--- src/rtl/timing_step_seq.sv ---
// -----------------------------------------------------------------------------
// timing_step_seq
//
// Sequence-counter stage of the hardwired control unit. Produces the 4-bit
// control-step code that feeds the downstream 4-to-16 step decoder
// (sc[3] -> decoder input a ... sc[0] -> input d, so decoder out[n] = Tn).
// Handles run/idle/halt control, end-of-instruction clear, single-step mode
// and halting at instruction boundaries.
//
// Parameters:
//   MAX_STEP  last step index (0..15); sc returns to 0 after this value
//   CNT_W     width of cycle_cnt
//
// Ports:
//   clk         rising-edge clock
//   rst_n       asynchronous active-low reset
//   start       pulse: leave IDLE or HALT, begin at T0
//   halt_req    pulse: halt at the next instruction boundary
//   clr_sc      end-of-instruction from control logic (next sc = 0)
//   step_mode   1 = sc advances only on step_go
//   step_go     single-step advance pulse (ignored when step_mode = 0)
//   sc          current step code
//   sc_valid    sc is a live timing step (state RUN)
//   running     state == RUN
//   halted      state == HALT
//   instr_done  one-cycle pulse on the first sc = 0 cycle after a boundary
//   halt_pend   halt request latched, not yet taken
//   cycle_cnt   count of RUN cycles that advanced the sequence
//
// Build option:
//   TIMING_SEQ_CYCLE_CNT_EN  when defined, cycle_cnt is a live counter that
//   is cleared by start; when undefined, cycle_cnt is tied to zero.
//
// All outputs come straight from flops.
// -----------------------------------------------------------------------------
module timing_step_seq #(
  parameter int unsigned MAX_STEP = 15,
  parameter int unsigned CNT_W    = 16
) (
  input  logic             clk,
  input  logic             rst_n,
  input  logic             start,
  input  logic             halt_req,
  input  logic             clr_sc,
  input  logic             step_mode,
  input  logic             step_go,
  output logic [3:0]       sc,
  output logic             sc_valid,
  output logic             running,
  output logic             halted,
  output logic             instr_done,
  output logic             halt_pend,
  output logic [CNT_W-1:0] cycle_cnt
);

  typedef enum logic [1:0] {
    ST_IDLE = 2'd0,
    ST_RUN  = 2'd1,
    ST_HALT = 2'd2
  } state_t;

  localparam logic [3:0] LP_MAX_STEP = 4'(MAX_STEP);

  state_t     r_state;
  state_t     w_state_nxt;
  logic [3:0] r_sc;
  logic [3:0] w_sc_nxt;
  logic       r_instr_done;
  logic       w_instr_done_nxt;
  logic       r_halt_pend;
  logic       w_halt_pend_nxt;
  logic       r_running;
  logic       r_halted;

  // Advance qualifier: free-running, or one step per step_go in step mode.
  logic w_adv;
  // Instruction boundary: only evaluated on a cycle that actually advances,
  // so a clr_sc without an advance is simply not seen.
  logic w_bnd;
  // A boundary that also carries a halt (latched or arriving this cycle).
  logic w_take_halt;

  assign w_adv       = ~step_mode | step_go;
  assign w_bnd       = w_adv & (clr_sc | (r_sc == LP_MAX_STEP));
  assign w_take_halt = w_bnd & (r_halt_pend | halt_req);

  // ---------------------------------------------------------------------------
  // State register
  // ---------------------------------------------------------------------------
  // NOTE: the async reset clears every flop, so a reset mid-instruction drops
  // sc and any pending halt at once without emitting instr_done.
  always_ff @(posedge clk or negedge rst_n) begin
    if (!rst_n) begin
      r_state <= ST_IDLE;
    end else begin
      // NOTE: sequential state uses non-blocking assignments so every flop
      // samples the pre-edge values regardless of statement order.
      r_state <= w_state_nxt;
    end
  end

  // ---------------------------------------------------------------------------
  // Next-state logic
  // ---------------------------------------------------------------------------
  always_comb begin
    // NOTE: default first so no path through the case leaves a latch.
    w_state_nxt = r_state;
    unique case (r_state)
      ST_IDLE: if (start)       w_state_nxt = ST_RUN;
      ST_RUN:  if (w_take_halt) w_state_nxt = ST_HALT;
      ST_HALT: if (start)       w_state_nxt = ST_RUN;
      default:                  w_state_nxt = ST_IDLE;
    endcase
  end

  // ---------------------------------------------------------------------------
  // Output / datapath next values
  // ---------------------------------------------------------------------------
  always_comb begin
    w_sc_nxt         = r_sc;
    w_instr_done_nxt = 1'b0;
    w_halt_pend_nxt  = r_halt_pend;
    unique case (r_state)
      ST_IDLE: begin
        // halt_req is ignored while idle; the first RUN cycle shows T0.
        w_sc_nxt        = 4'd0;
        w_halt_pend_nxt = 1'b0;
      end
      ST_RUN: begin
        if (w_adv) begin
          if (w_bnd) begin
            // Both boundary variants restart at T0 and flag the boundary.
            // Any halt pending here is taken now, so pend always clears.
            w_sc_nxt         = 4'd0;
            w_instr_done_nxt = 1'b1;
            w_halt_pend_nxt  = 1'b0;
          end else begin
            w_sc_nxt        = r_sc + 4'd1;
            w_halt_pend_nxt = r_halt_pend | halt_req;
          end
        end else begin
          // Stalled step: sc holds, but a halt request is still remembered.
          w_halt_pend_nxt = r_halt_pend | halt_req;
        end
      end
      ST_HALT: begin
        w_sc_nxt = 4'd0;
        // A halt_req arriving with start is kept for the next boundary.
        w_halt_pend_nxt = start & halt_req;
      end
      default: begin
        w_sc_nxt        = 4'd0;
        w_halt_pend_nxt = 1'b0;
      end
    endcase
  end

  // ---------------------------------------------------------------------------
  // Registered outputs
  // ---------------------------------------------------------------------------
  always_ff @(posedge clk or negedge rst_n) begin
    if (!rst_n) begin
      r_sc         <= 4'd0;
      r_instr_done <= 1'b0;
      r_halt_pend  <= 1'b0;
      r_running    <= 1'b0;
      r_halted     <= 1'b0;
    end else begin
      r_sc         <= w_sc_nxt;
      r_instr_done <= w_instr_done_nxt;
      r_halt_pend  <= w_halt_pend_nxt;
      r_running    <= (w_state_nxt == ST_RUN);
      r_halted     <= (w_state_nxt == ST_HALT);
    end
  end

  assign sc         = r_sc;
  assign sc_valid   = r_running;
  assign running    = r_running;
  assign halted     = r_halted;
  assign instr_done = r_instr_done;
  assign halt_pend  = r_halt_pend;

  // ---------------------------------------------------------------------------
  // Advance counter
  // ---------------------------------------------------------------------------
`ifdef TIMING_SEQ_CYCLE_CNT_EN
  logic [CNT_W-1:0] r_cycle_cnt;
  logic             w_cnt_clr;
  logic             w_cnt_inc;

  // start only has effect outside RUN, so only then does it clear the count.
  assign w_cnt_clr = start & (r_state != ST_RUN);
  assign w_cnt_inc = (r_state == ST_RUN) & w_adv;

  always_ff @(posedge clk or negedge rst_n) begin
    if (!rst_n) begin
      r_cycle_cnt <= '0;
    end else if (w_cnt_clr) begin
      r_cycle_cnt <= '0;
    end else if (w_cnt_inc) begin
      r_cycle_cnt <= r_cycle_cnt + 1'b1;
    end
  end

  assign cycle_cnt = r_cycle_cnt;
`else
  assign cycle_cnt = '0;
`endif

endmodule

--- config.mk ---
export PLATFORM = sky130hd
export DESIGN_NAME = timing_step_seq
export DESIGN_NICKNAME = d
export VERILOG_FILES = /design/src/rtl/timing_step_seq.sv
export SDC_FILE = /design/constraint.sdc
export NUM_CORES = 1
export LEC_CHECK = 0
export BUFFER_PORTS_ARGS = -buffer_cell sky130_fd_sc_hd__buf_2
export CAP_MARGIN = 25
export CORE_MARGIN = 2
export CORE_UTILIZATION = 35
export CTS_CLUSTER_DIAMETER = 120
export DETAILED_ROUTE_END_ITERATION = 10
export GPL_TIMING_DRIVEN = 0
export SYNTH_ARGS = -nofsm -noshare
export SYNTH_HDL_FRONTEND = slang
export SYNTH_SLANG_ARGS = --single-unit
--- constraint.sdc ---
create_clock -name clk -period 4.5 [get_ports clk]
set_input_delay 0.45 -clock clk [delete_from_list [all_inputs] [get_ports clk]]
set_output_delay 0.45 -clock clk [all_outputs]
set_load 0.03 [all_outputs]
==> impl_metrics.tcl <==
set metrics [dict create \
    wl_per_cell_um 8.743 \
    via_count 559 \
    final_antenna_net_count 0 \
    async_reset_ff_share_pct 100.0 \
    final_common_cell "buf_4" \
    fp.dieArea_um2 2379 \
    start_util_pct 36.52 \
    htreeDepth 1 \
    post_cts_resized 0 \
    synthCells 75 \
    drt-pass1-iter-count 3 \
    antenna_cells 0 \
    ioPinCount 32 \
    critical_path_class "register to register" \
    end_kind "register" \
    final_cell_mix "buf_4, conb_1, buf_2" \
    p_leak_nw 0.4854 \
    grt_max_degree 11 \
    areaGrowthSynthToFinish_pct 28.70 \
    hold_slack_ps 20.13 \
    fmaxAchievable_ghz 0.6409 \
    cts_tree "yes" \
    hold_violations 0 \
    period_minus_slack_ps 1560 \
    clk-insertion-delay-late_ps 270 \
    path_clk_slew_ps 70 \
    crit_path_max_fanout 5 \
    antenna_found_initial 0 \
    core_area_um2 1922 \
    hold_buffers 0 \
    rrSetupSlack_ps 2940 \
    grt_pass1_wl_mm 1.987 \
    finalSetupViolCount 0 \
    cts_buffers 3 \
    drc 0 \
    cts_root_buf "clkbuf_4" \
    synth_edf_count 0 \
    ys_seq_area_share_pct 35.65 \
    status "finished clean" \
    maxCapViolCount 0 \
    rsz0062_at_grt "false" \
    syn_area_um2 701.9 \
    power_density_nw_per_um2 451.1 \
    clock_skew_ps 8.736 \
    drive_gt1_share_pct 36.70 \
    p_total_uw 407.5 \
    arrival_ps 1710 \
    fin_cells 136 \
    placementRows 16 \
    die_h_um 48.78 \
    routed_wl_mm 1.189 \
    ys_ff_latch 10 \
    hpwl_um 987.7 \
    grt_usage_pct 10.88 \
    grt_pass1_vias 463 \
    avgSynthCellArea_um2 9.359 \
    worstSetupStartpointType "register" \
    yosys.cell_types.count 28 \
    worstPathRequired_ps 4650 \
    yosys_most_used_dff "dfrtp_1" \
    vias_per_cell 4.110 \
    io_buffer_count 15 \
    tns_ps 0 \
    fp.dieW_um 48.78 \
    period_share_pct 34.67 \
    first_iter_violations 8 \
    final_net_count 122 \
    maxSlewViolCount 0 \
    hp-class "input pin to asynchronous set/reset pin" \
    ir_worst_vdd_v 0.0002677 \
    place_inst 132 \
    cts_setup_buffers 0 \
    gr-total-overflow 0 \
    cts_buffer_depth 2 \
    routabilityCongestion 0.7366 \
    ys_warn_count 0 \
    clock_sinks 10 \
]
==> registers in the layout, indices dropped and copies added, names as in the netlist <==
signal and cells:
running 1, halt_pend 1, sc 4, r_state 2, instr_done 1, halted 1
==> report_power, final <==
group | internal, mW | switching (mW)
Clock | 0.0492 | 0.0330
Sequential | 0.112 | 0.0183
Combinational | 0.0717 | 0.123
==> cell usage after synthesis, drive strengths merged, types with 2 or more instances <==
master  instances  area share, %
buf            18             20
dfrtp          10             36
a21oi           5            3.6
ha              5            8.9
nand2           5            2.7
nand3           5            3.6
inv             3            1.6
nor2            3            1.6
a31oi           2            1.8
o21ai           2            1.4
==> layer usage <==
layer  part of all wire, %  GRT usage [%]
met1                    46          14.12
met3                   7.0          3.681
met2                    46          16.67
met4                  0.50          4.286
met5                     0              0
==> worst max-delay path: stages (launching register included) <==
cell and delay [ps]:
dfrtp_1 430, inv_1 80, ha_1 210, nor2_1 270, o22ai_1 110, o311a_2 340
==> kinds of logic after synthesis <==
| kind of cell | share of synthesized area [%] |
|---|---|
| adders and majority gates | 8.913 |
| other | 0.5342 |
| AOI/OAI and AO/OA | 17.47 |
| and+or+nand+nor | 16.04 |
| buffers and inverters | 21.39 |
| DFF | 35.65 |
==> area by class of cell <==
| class | instances | area (µm²) |
|---|---|---|
| clock buffer | 4 | 36.28 |
| sequential | 10 | 250.2 |
| timing repair buffer | 15 | 75.07 |
| inverter | 3 | 11.26 |
| multi-input combinational | 59 | 357.8 |
| buffer | 18 | 138.9 |
| fill | 200 | 1018 |
| tap | 27 | 33.78 |
==> final timing paths <==
path | from | endpoint | cells after the start
max | r_state[0] | running | 5
min | rst_n | sc[0] | 1
max reg2reg | r_state[0] | running | 5
min reg2reg | sc[1] | sc[1] | 2
max in group asynchronous | rst_n | sc[2] | 1
min in group clk | start | halt_pend | 3
==> stage by stage <==
step,worst slack (ps),util (%),cell area (µm²)
after floorplan,2965,-,758.2
after global routing,2766,47.01,903.4
final,2940,47.01,903.4
after global placement,2970,45.12,867.1
after CTS,2921,47.01,903.4
after detailed placement,2947,45.12,867.1
Power figures use the tool's default switching activity.
